## config.mk

```make
export PLATFORM = sky130hd
export DESIGN_NAME = decode_stage_flat
export DESIGN_NICKNAME = d
export VERILOG_FILES = /design/src/rtl/decode_pkg.sv /design/src/rtl/decode_stage_if.sv /design/src/rtl/decode_stage_imm_gen.sv /design/src/rtl/decode_stage.sv /design/src/flat_wrapper.sv
export SDC_FILE = /design/constraint.sdc
export NUM_CORES = 1
export LEC_CHECK = 0
export BUFFER_PORTS_ARGS = -buffer_cell sky130_fd_sc_hd__buf_2
export CAP_MARGIN = 20
export CELL_PAD_IN_SITES_DETAIL_PLACEMENT = 0
export CELL_PAD_IN_SITES_GLOBAL_PLACEMENT = 1
export CORE_UTILIZATION = 42
export DETAILED_ROUTE_END_ITERATION = 7
export PLACE_DENSITY_LB_ADDON = 0.1
export RECOVER_POWER = 100
export REMOVE_ABC_BUFFERS = 1
export SLEW_MARGIN = 20
export SYNTH_ARGS = -nofsm -noshare
export SYNTH_HDL_FRONTEND = slang
export SYNTH_SLANG_ARGS = --single-unit
```

## constraint.sdc

```tcl
create_clock -name clk -period 2.1 [get_ports clk]
set_clock_uncertainty 0.05 [all_clocks]
set_input_delay 0.315 -clock clk [delete_from_list [all_inputs] [get_ports clk]]
set_output_delay 0.315 -clock clk [all_outputs]
set_load 0.02 [all_outputs]
```

## src/rtl/decode_pkg.sv

```systemverilog
// Shared decode constants: RV opcodes, one-hot type bit indices, immediate formats
// and the decoded-field bundle with its classification helpers.
package decode_pkg;

  localparam logic [6:0] OP_R      = 7'b0110011;
  localparam logic [6:0] OP_IMM    = 7'b0010011;
  localparam logic [6:0] OP_LOAD   = 7'b0000011;
  localparam logic [6:0] OP_STORE  = 7'b0100011;
  localparam logic [6:0] OP_BRANCH = 7'b1100011;
  localparam logic [6:0] OP_JAL    = 7'b1101111;
  localparam logic [6:0] OP_JALR   = 7'b1100111;
  localparam logic [6:0] OP_AUIPC  = 7'b0010111;
  localparam logic [6:0] OP_LUI    = 7'b0110111;

  localparam int TYPE_W   = 9;
  localparam int T_R      = 0;
  localparam int T_I      = 1;
  localparam int T_LOAD   = 2;
  localparam int T_STORE  = 3;
  localparam int T_BRANCH = 4;
  localparam int T_JAL    = 5;
  localparam int T_JALR   = 6;
  localparam int T_AUIPC  = 7;
  localparam int T_LUI    = 8;

  typedef enum logic [2:0] {FMT_I, FMT_S, FMT_B, FMT_J, FMT_U, FMT_NONE} imm_fmt_e;

  typedef struct packed {
    logic [TYPE_W-1:0] typ;
    logic              illegal;
    logic [4:0]        rd;
    logic [4:0]        rs1;
    logic [4:0]        rs2;
    logic [2:0]        funct3;
    logic [6:0]        funct7;
  } dec_fields_t;

  // Opcodes outside the table (including instr[1:0] != 2'b11) are illegal.
  function automatic dec_fields_t decode_fields(input logic [31:0] instr);
    dec_fields_t f;
    f        = '0;
    f.rd     = instr[11:7];
    f.rs1    = instr[19:15];
    f.rs2    = instr[24:20];
    f.funct3 = instr[14:12];
    f.funct7 = instr[31:25];
    case (instr[6:0])
      OP_R:      f.typ[T_R]      = 1'b1;
      OP_IMM:    f.typ[T_I]      = 1'b1;
      OP_LOAD:   f.typ[T_LOAD]   = 1'b1;
      OP_STORE:  f.typ[T_STORE]  = 1'b1;
      OP_BRANCH: f.typ[T_BRANCH] = 1'b1;
      OP_JAL:    f.typ[T_JAL]    = 1'b1;
      OP_JALR:   f.typ[T_JALR]   = 1'b1;
      OP_AUIPC:  f.typ[T_AUIPC]  = 1'b1;
      OP_LUI:    f.typ[T_LUI]    = 1'b1;
      default:   f.illegal       = 1'b1;
    endcase
    return f;
  endfunction

  function automatic imm_fmt_e imm_format(input logic [6:0] opcode);
    imm_fmt_e fmt;
    case (opcode)
      OP_IMM, OP_LOAD, OP_JALR: fmt = FMT_I;
      OP_STORE:                 fmt = FMT_S;
      OP_BRANCH:                fmt = FMT_B;
      OP_JAL:                   fmt = FMT_J;
      OP_AUIPC, OP_LUI:         fmt = FMT_U;
      default:                  fmt = FMT_NONE;
    endcase
    return fmt;
  endfunction

endpackage

```

## src/rtl/decode_stage_if.sv

```systemverilog
// Fetch->decode and decode->execute handshake bundles.
// valid/ready: a transfer happens on a rising clk edge where valid && ready; the
// master keeps valid and payload stable until then and never waits on ready.
interface fetch_dec_if #(parameter int XLEN = 32);
  logic            valid;
  logic            ready;
  logic [31:0]     instr;
  logic [XLEN-1:0] pc;

  modport master (output valid, instr, pc, input ready);
  modport slave  (input valid, instr, pc, output ready);
endinterface

interface dec_exe_if
  import decode_pkg::*;
#(parameter int XLEN = 32);
  logic              valid;
  logic              ready;
  logic [TYPE_W-1:0] typ;
  logic              illegal;
  logic [4:0]        rd;
  logic [4:0]        rs1;
  logic [4:0]        rs2;
  logic [2:0]        funct3;
  logic [6:0]        funct7;
  logic [XLEN-1:0]   imm;
  logic [XLEN-1:0]   pc;

  modport master (output valid, typ, illegal, rd, rs1, rs2, funct3, funct7, imm, pc,
                  input ready);
  modport slave  (input valid, typ, illegal, rd, rs1, rs2, funct3, funct7, imm, pc,
                  output ready);
endinterface

```

## src/rtl/decode_stage_imm_gen.sv

```systemverilog
// Combinational immediate generator: picks the RV immediate format and
// sign-extends from instr[31] to XLEN.
module imm_gen
  import decode_pkg::*;
#(
  parameter int XLEN = 32
) (
  input  logic [31:0]     instr,
  input  imm_fmt_e        fmt,
  output logic [XLEN-1:0] imm
);

  logic [31:0] imm32;

  always_comb begin
    imm32 = '0;
    case (fmt)
      FMT_I:   imm32 = {{20{instr[31]}}, instr[31:20]};
      FMT_S:   imm32 = {{20{instr[31]}}, instr[31:25], instr[11:7]};
      FMT_B:   imm32 = {{19{instr[31]}}, instr[31], instr[7], instr[30:25], instr[11:8], 1'b0};
      FMT_J:   imm32 = {{11{instr[31]}}, instr[31], instr[19:12], instr[20], instr[30:21], 1'b0};
      FMT_U:   imm32 = {instr[31:12], 12'b0};
      default: imm32 = '0;
    endcase
  end

  generate
    if (XLEN == 64) begin : g_x64
      assign imm = {{32{imm32[31]}}, imm32};
    end else begin : g_x32
      assign imm = imm32;
    end
  endgenerate

endmodule

```

## src/rtl/decode_stage.sv

```systemverilog
// Registered RV32I/RV64I decode stage with a 2-entry skid buffer (main + skid).
// Optional DECODE_ILLEGAL_CNT_EN adds a saturating illegal-instruction counter.
module decode_stage
  import decode_pkg::*;
#(
  parameter int              XLEN     = 32,
  parameter logic [XLEN-1:0] RESET_PC = '0
) (
  input  logic        clk,
  input  logic        rst_n,
  input  logic        flush,
  fetch_dec_if.slave  in_if,
  dec_exe_if.master   out_if,
`ifdef DECODE_ILLEGAL_CNT_EN
  input  logic        illegal_cnt_clr,
  output logic [15:0] illegal_cnt,
`endif
  output logic [1:0]  dbg_state
);

  localparam logic [1:0] ST_EMPTY = 2'd0;
  localparam logic [1:0] ST_FULL  = 2'd1;
  localparam logic [1:0] ST_SKID  = 2'd2;

  logic [1:0]      state_q, state_d;
  logic            in_ready_q, in_ready_d;
  dec_fields_t     main_f_q, main_f_d, skid_f_q, skid_f_d, new_f;
  logic [XLEN-1:0] main_imm_q, main_imm_d, skid_imm_q, skid_imm_d, new_imm;
  logic [XLEN-1:0] main_pc_q, main_pc_d, skid_pc_q, skid_pc_d;
  imm_fmt_e        new_fmt;
  logic            accept, drain, out_valid;

  assign new_f   = decode_fields(in_if.instr);
  assign new_fmt = imm_format(in_if.instr[6:0]);

  imm_gen #(.XLEN(XLEN)) u_imm_gen (
    .instr (in_if.instr),
    .fmt   (new_fmt),
    .imm   (new_imm)
  );

  assign out_valid = (state_q != ST_EMPTY);
  assign accept    = in_if.valid & in_ready_q & ~flush;
  assign drain     = out_valid & out_if.ready;

  always_comb begin
    state_d    = state_q;
    main_f_d   = main_f_q;
    main_imm_d = main_imm_q;
    main_pc_d  = main_pc_q;
    skid_f_d   = skid_f_q;
    skid_imm_d = skid_imm_q;
    skid_pc_d  = skid_pc_q;
    case (state_q)
      ST_EMPTY: begin
        if (accept) begin
          main_f_d = new_f; main_imm_d = new_imm; main_pc_d = in_if.pc;
          state_d  = ST_FULL;
        end
      end
      ST_FULL: begin
        if (accept && drain) begin
          main_f_d = new_f; main_imm_d = new_imm; main_pc_d = in_if.pc;
        end else if (accept) begin
          skid_f_d = new_f; skid_imm_d = new_imm; skid_pc_d = in_if.pc;
          state_d  = ST_SKID;
        end else if (drain) begin
          state_d = ST_EMPTY;
        end
      end
      ST_SKID: begin
        // in_ready is low here, so only the drain can move anything.
        if (drain) begin
          main_f_d = skid_f_q; main_imm_d = skid_imm_q; main_pc_d = skid_pc_q;
          state_d  = ST_FULL;
        end
      end
      default: state_d = ST_EMPTY;
    endcase
    if (flush) state_d = ST_EMPTY;
    in_ready_d = (state_d != ST_SKID);
  end

  always_ff @(posedge clk or negedge rst_n) begin
    if (!rst_n) begin
      state_q    <= ST_EMPTY;
      in_ready_q <= 1'b0;
      main_f_q   <= '0;
      main_imm_q <= '0;
      main_pc_q  <= RESET_PC;
      skid_f_q   <= '0;
      skid_imm_q <= '0;
      skid_pc_q  <= RESET_PC;
    end else begin
      state_q    <= state_d;
      in_ready_q <= in_ready_d;
      main_f_q   <= main_f_d;
      main_imm_q <= main_imm_d;
      main_pc_q  <= main_pc_d;
      skid_f_q   <= skid_f_d;
      skid_imm_q <= skid_imm_d;
      skid_pc_q  <= skid_pc_d;
    end
  end

  // Outputs read as zero / RESET_PC whenever no bundle is held.
  assign in_if.ready    = in_ready_q;
  assign out_if.valid   = out_valid;
  assign out_if.typ     = out_valid ? main_f_q.typ     : '0;
  assign out_if.illegal = out_valid ? main_f_q.illegal : 1'b0;
  assign out_if.rd      = out_valid ? main_f_q.rd      : '0;
  assign out_if.rs1     = out_valid ? main_f_q.rs1     : '0;
  assign out_if.rs2     = out_valid ? main_f_q.rs2     : '0;
  assign out_if.funct3  = out_valid ? main_f_q.funct3  : '0;
  assign out_if.funct7  = out_valid ? main_f_q.funct7  : '0;
  assign out_if.imm     = out_valid ? main_imm_q       : '0;
  assign out_if.pc      = out_valid ? main_pc_q        : RESET_PC;
  assign dbg_state      = state_q;

`ifdef DECODE_ILLEGAL_CNT_EN
  logic [15:0] illegal_cnt_q, illegal_cnt_d;

  always_comb begin
    illegal_cnt_d = illegal_cnt_q;
    if (illegal_cnt_clr) begin
      illegal_cnt_d = '0;
    end else if (drain && !flush && main_f_q.illegal && (illegal_cnt_q != 16'hFFFF)) begin
      illegal_cnt_d = illegal_cnt_q + 16'd1;
    end
  end

  always_ff @(posedge clk or negedge rst_n) begin
    if (!rst_n) illegal_cnt_q <= '0;
    else        illegal_cnt_q <= illegal_cnt_d;
  end

  assign illegal_cnt = illegal_cnt_q;
`endif

endmodule

```

## src/flat_wrapper.sv

```systemverilog
// flat-port wrapper written by rule: the top's interface ports become plain ports
module decode_stage_flat import decode_pkg::*;
#(
  parameter int              XLEN     = 32,
  parameter logic [XLEN-1:0] RESET_PC = '0
)
  (clk, rst_n, flush, dbg_state, in_if_valid, in_if_instr, in_if_pc, in_if_ready, out_if_valid, out_if_typ, out_if_illegal, out_if_rd, out_if_rs1, out_if_rs2, out_if_funct3, out_if_funct7, out_if_imm, out_if_pc, out_if_ready);
  fetch_dec_if #(.XLEN(XLEN)) in_if_i ();
  dec_exe_if #(.XLEN(XLEN)) out_if_i ();
  input  logic clk;
  input  logic rst_n;
  input  logic flush;
  output logic [1:0] dbg_state;
  input wire logic [$bits(in_if_i.valid)-1:0] in_if_valid;
  input wire logic [$bits(in_if_i.instr)-1:0] in_if_instr;
  input wire logic [$bits(in_if_i.pc)-1:0] in_if_pc;
  output wire logic [$bits(in_if_i.ready)-1:0] in_if_ready;
  output wire logic [$bits(out_if_i.valid)-1:0] out_if_valid;
  output wire logic [$bits(out_if_i.typ)-1:0] out_if_typ;
  output wire logic [$bits(out_if_i.illegal)-1:0] out_if_illegal;
  output wire logic [$bits(out_if_i.rd)-1:0] out_if_rd;
  output wire logic [$bits(out_if_i.rs1)-1:0] out_if_rs1;
  output wire logic [$bits(out_if_i.rs2)-1:0] out_if_rs2;
  output wire logic [$bits(out_if_i.funct3)-1:0] out_if_funct3;
  output wire logic [$bits(out_if_i.funct7)-1:0] out_if_funct7;
  output wire logic [$bits(out_if_i.imm)-1:0] out_if_imm;
  output wire logic [$bits(out_if_i.pc)-1:0] out_if_pc;
  input wire logic [$bits(out_if_i.ready)-1:0] out_if_ready;
  assign in_if_i.valid = in_if_valid;
  assign in_if_i.instr = in_if_instr;
  assign in_if_i.pc = in_if_pc;
  assign in_if_ready = in_if_i.ready;
  assign out_if_valid = out_if_i.valid;
  assign out_if_typ = out_if_i.typ;
  assign out_if_illegal = out_if_i.illegal;
  assign out_if_rd = out_if_i.rd;
  assign out_if_rs1 = out_if_i.rs1;
  assign out_if_rs2 = out_if_i.rs2;
  assign out_if_funct3 = out_if_i.funct3;
  assign out_if_funct7 = out_if_i.funct7;
  assign out_if_imm = out_if_i.imm;
  assign out_if_pc = out_if_i.pc;
  assign out_if_i.ready = out_if_ready;
  decode_stage #(.XLEN(XLEN), .RESET_PC(RESET_PC)) u_core (.clk(clk), .rst_n(rst_n), .flush(flush), .in_if(in_if_i), .out_if(out_if_i), .dbg_state(dbg_state));
endmodule
```

Word level (Yosys, flattened, before mapping)
Index checks and enable logic that the tools add are counted.
Word-level totals
  flip-flop bits (word level): 201
  input bits: 69
  output and inout port bits: 103
  logic and storage cells: 94
Cells by class
  equal/unequal tests: 19
  mux-type cells: 40
  bitwise gates (word level): 5
  reductions and logical operators: 10
Operators with widths (number)
  2-to-1 mux 32 bit: 8
  one-hot mux 32 bit (3 select lines): 2
  one-hot mux 32 bit (5 select lines): 1
  2-to-1 mux 35 bit: 3
  one-hot mux 35 bit (3 select lines): 1
  == test 7 x 6 -> 1 bit (second input constant): 3
  == test 7 bit (second input constant): 3
  2-to-1 mux 5 bit: 3
  one-hot mux 3 bit (5 select lines): 1
  == test 7 x 5 -> 1 bit (second input constant): 2
  2-to-1 mux 2 bit: 6
  2-to-1 mux 1 bit: 11
  2-to-1 mux 9 bit: 1
  OR reduction 9 bit: 1
  == test 7 x 2 -> 1 bit (second input constant): 1
  2-to-1 mux 7 bit: 1
  == test 3 x 2 -> 1 bit (second input constant): 2
  != test 2 x 1 -> 1 bit (second input constant): 3
  one-hot mux 2 bit (3 select lines): 1
  AND reduction 4 bit: 1
  AND 1 bit: 3
  == test 3 x 1 -> 1 bit (second input constant): 1
  == test 3 bit (second input constant): 1
  zero test 3 bit: 1
  12 further kinds: 13

Longest topological paths before layout
  word-level depth: 8
  mapped depth: 9

By module
From an unflattened synthesis, not the netlist that was laid out.
Unflattened totals
  cell total of the unflattened synthesis: 888
  area, all modules: 9743.1 um^2
Modules (own cells, without submodules)
  decode_stage: times used 1, cells each 815, area each 9248.9 um^2, sequential area each 5029.8 um^2
  imm_gen: times used 1, cells each 73, area each 494.2 um^2, sequential area each 0.0 um^2

Worst setup path after synthesis
No wires, ideal clock.
  path type: flip-flop to output port
  start point: reg u_core.state_q[1] (netlist: u_core.dbg_state[1])
  end point: out out_if_rd[3]
  arrival: 1.597 ns
  data required time: 1.735 ns
  setup slack: 0.138 ns
  cell stages (with the launch flop): 5
  path buffers: 2
  cell sequence: dfrtp_1 -> or2_2 -> clkbuf_1 -> clkbuf_1 -> and2_1
Between the ends
  longest elaborated chain between the ends: 2
Ends and longest elaborated chain
  start, declared: line decode_stage.sv:25  | logic [1:0] state_q, state_d;
  start signal, assigned: line decode_stage.sv:95  | state_q <= state_d;
  nonzero test 2 bit: line decode_stage.sv:42  | assign out_valid = (state_q != ST_EMPTY);
  named net out_if_valid: line flat_wrapper.sv:18  | output wire logic [$bits(out_if_i.valid)-1:0] out_if_valid;
  2-to-1 mux 5 bit: line decode_stage.sv:111  | assign out_if.rd = out_valid ? main_f_q.rd : '0;
  end, declared: line flat_wrapper.sv:21  | output wire logic [$bits(out_if_i.rd)-1:0] out_if_rd;
The timed path passes the listed nets, and every way through them passes these cells.

Worst setup path in the final report
  start point: reg u_core.state_q[1] (netlist: u_core.dbg_state[1])
  end point: out out_if_imm[1]
Between the ends
  longest elaborated chain between the ends: 2
Ends and longest elaborated chain
  nonzero test 2 bit: line decode_stage.sv:42
  2-to-1 mux 32 bit: line decode_stage.sv:116  | assign out_if.imm = out_valid ? main_imm_q : '0;
  end, declared: line flat_wrapper.sv:26  | output wire logic [$bits(out_if_i.imm)-1:0] out_if_imm;
No other way between the ends.

==> flow_metrics.tcl <==
set metrics [dict create \
    grt_usage 0.225 \
    worst_ep_required_time_ns 1.74 \
    ys.flop_type "dfrtp_1" \
    endpoint_kind "output port" \
    core_mm2 0.0219 \
    drt_pass1_iterations 5 \
    drc 0 \
    port-buffer-count 171 \
    synthDistinctLibCells 48 \
    hold_viol 0 \
    worst-path-max-fanout 16 \
    yosysWarnings 0 \
    insertion_delay_ns 0.50 \
    worst_slew_pin_slew_ns 0.902 \
    initial_utilization 0.430 \
    cts_buffer_depth 3 \
    critPathLaunchType "register" \
    via_per_inst 5.09 \
    fin_crit_sh 1.03 \
    cts_sinks 201 \
    criticalPathCategory "register to output port" \
    fin_setup_tns_ns -2.82 \
    async_flop_share 1.00 \
    area_delta_synth_final_pct 28.8 \
    muxShareOfSynthArea 0.00226 \
    fin_ws_ns -0.0727 \
    synth-simple-area-share 0.281 \
    drv_cap 0 \
    hpwlAfterDp_um 16000 \
    rsz0062_at_grt "true" \
    period_minus_slack_ns 2.17 \
    status "complete, but fails checks" \
    drt-total-wl_um 25500 \
    synth-edff-count 0 \
    slew_viol_final 0 \
    crit_path_end "out_if_imm[1]" \
    cts_buffers 23 \
    detail_route.wl_per_cell_um 16.0 \
    vias 8120 \
    finalPower_mw 11.3 \
    worst-r2r-setup-slack_ns 0.06 \
    die_w_um 152 \
    p_per_area_mw_per_mm2 931 \
    violations "setup timing" \
    ant_nets 0 \
    fmax_ghz 0.460 \
    finalSetupViolCount 89 \
    dieArea_mm2 0.0230 \
    ir_drop_mv 0.452 \
    antenna_found_initial 1 \
    synthAdderAreaFrac 0 \
    first_global_vias 7486 \
    fin_nets 1369 \
    cts_root_buf "clkbuf_16" \
    rr_startpoint "u_core.dbg_state[1]$_DFF_PN0_" \
    cts_tree "built" \
    worstPathArrival_ns 1.81 \
    hp-class "input port to register" \
    synth-xor-area-share 0.000931 \
    clkTransAtPathRegs_ns 0.06 \
    timing.rr.end "u_core.main_imm_q[13]$_DFFE_PN0P_" \
    maxSlewHeadroom 0.398 \
    synth_top_family_by_area "simple AND/OR/NAND/NOR gates" \
    fp.dieH_um 152 \
    synth_seq_cells 201 \
    drive_above_1_share 0.220 \
    n_antenna_cell 0 \
    syn-cell-area_mm2 0.00941 \
    rows 54 \
    h-tree-depth 1 \
    overflow 0 \
    leakage_nw 5.80 \
    startpoint "u_core.dbg_state[1]$_DFF_PN0_" \
    ys_seq_area_frac 0.535 \
    grt_max_degree 65 \
    grt_pass1_wl_um 40500 \
    fillers 2084 \
    top_level_ports 172 \
    syn_inst 1095 \
    drtIter0Drc 443 \
    postSynthAreaPerCell_um2 8.59 \
    rr_worst_depth 7 \
    synth_compound_area_frac 0.134 \
    gp_congestion 0.804 \
]
[kinds of logic after synthesis]
logic type,count (synthesis)
multiplexers,2
flip-flops,201
AO/OA/AOI/OAI,199
buffers and inverters,92
XOR/XNOR,1
AND/OR/NAND/NOR,600
[report_power, final]
group | switching [mW] | internal, mW
Clock | 1.61 | 2.36
Combinational | 1.24 | 0.988
Sequential | 0.398 | 4.67
[cells in the mapped netlist, drive strengths merged, types with 4 or more instances]
cell type	n	area share
nand2	327	0.13
dfrtp	201	0.53
nor2	125	0.050
and2	100	0.067
a31oi	70	0.047
a21oi	45	0.024
buf	43	0.028
clkbuf	39	0.016
nor3	22	0.012
o21ai	19	0.010
a211oi	14	0.011
o22ai	13	0.0086
o31ai	11	0.0088
inv	10	0.0040
a22o	6	0.0056
a22oi	6	0.0048
nand2b	6	0.0048
nor2b	5	0.0033
a2111oi	4	0.0051
nand3	4	0.0021
or2	4	0.0027
[worst min-delay path by stage]
stage                     cells past startpoint                         endpoint            start  slack, ns
after detailed placement                      1  u_core.main_pc_q[9]$_DFFE_PN0P_            rst_n       0.31
after global placement                        1  u_core.main_pc_q[9]$_DFFE_PN0P_            rst_n       0.31
after CTS                                     3  u_core.skid_f_q[24]$_DFFE_PN0P_  in_if_instr[11]      0.003
final                                         3  u_core.skid_f_q[24]$_DFFE_PN0P_  in_if_instr[11]       0.02
after global routing                          3  u_core.skid_f_q[13]$_DFFE_PN0P_  in_if_instr[23]       0.01
after floorplan                               0    u_core.dbg_state[0]$_DFF_PN0_            rst_n      -0.03
[final cells by class]
cell class | count | area [µm²] | share of cell area
tap | 280 | 350 | 0.0289
inverter | 10 | 37.5 | 0.00310
clock buffer | 30 | 632 | 0.0522
clock inverter | 11 | 110 | 0.00909
timing repair buffer | 262 | 1930 | 0.159
sequential | 201 | 5030 | 0.415
multi-input combinational | 802 | 4020 | 0.332
[critical path, cell delays in order (launching register included)]
cell	delay, ns
dfrtp_2	0.40
or2_4	0.35
buf_16	0.19
and2_1	0.19
buf_2	0.16
[cell usage in the layout, fill, tap and decap left out, types with 3 or more instances in the layout]
cell / instances
clkbuf_8: 3
clkbuf_1: 10
and2_4: 19
dlygate4sd3_1: 45
a22oi_1: 5
buf_12: 3
clkbuf_16: 23
nand2_1: 326
and2_1: 80
o22ai_1: 13
o31ai_1: 11
buf_2: 133
nor2_1: 122
dfrtp_1: 199
a31oi_1: 70
clkinv_2: 7
a21oi_1: 45
o21a_1: 3
nor3_1: 21
buf_4: 27
a22o_1: 6
nand3_1: 4
clkbuf_4: 6
clkbuf_2: 7
o21ai_0: 19
nand2b_1: 3
nor2_2: 3
inv_1: 10
a211oi_1: 14
buf_16: 3
buf_6: 31
[routing by layer]
layer | GRT usage | vias to the layer above | wire, µm
met2 | 0.348 | 203 | 11600
met1 | 0.331 | 3828 | 12200
met4 | 0.0495 | 2 | 400
met3 | 0.0341 | 40 | 1230
met5 | 0 | - | 8
li1 | - | 4047 | -
[metrics by stage]
stage,instance area (µm²),instances,utilization,hold WS (ns),worst slack [ns]
after floorplan,9000,1013,-,-0.0306,-4.45
after global placement,10800,1504,0.491,0.312,0.152
after detailed placement,10800,1504,0.491,0.307,0.0114
after CTS,12100,1596,0.553,0.00268,-0.0781
after global routing,12100,1596,0.553,0.0125,-0.122
final,12100,1596,0.553,0.0182,-0.0727
[timing repair]
item                                    in CTS  in global routing
endpoints found under the setup margin      92                108
cloned                                       2                  0
endpoints found under the hold margin      101                  0
hold buffers                                45                  0
resized for setup                           23                 64
setup buffers                                4                  0
pin swaps                                    1                  7
[state kept, by name, indices dropped and copies added (netlist names)]
register,count
u_core.in_if.ready,1
u_core.main_pc_q,32
u_core.skid_f_q,35
u_core.skid_imm_q,32
u_core.main_imm_q,32
u_core.main_f_q,35
u_core.dbg_state,2
u_core.skid_pc_q,32
Note: power is estimated with default switching activity, not from simulation.
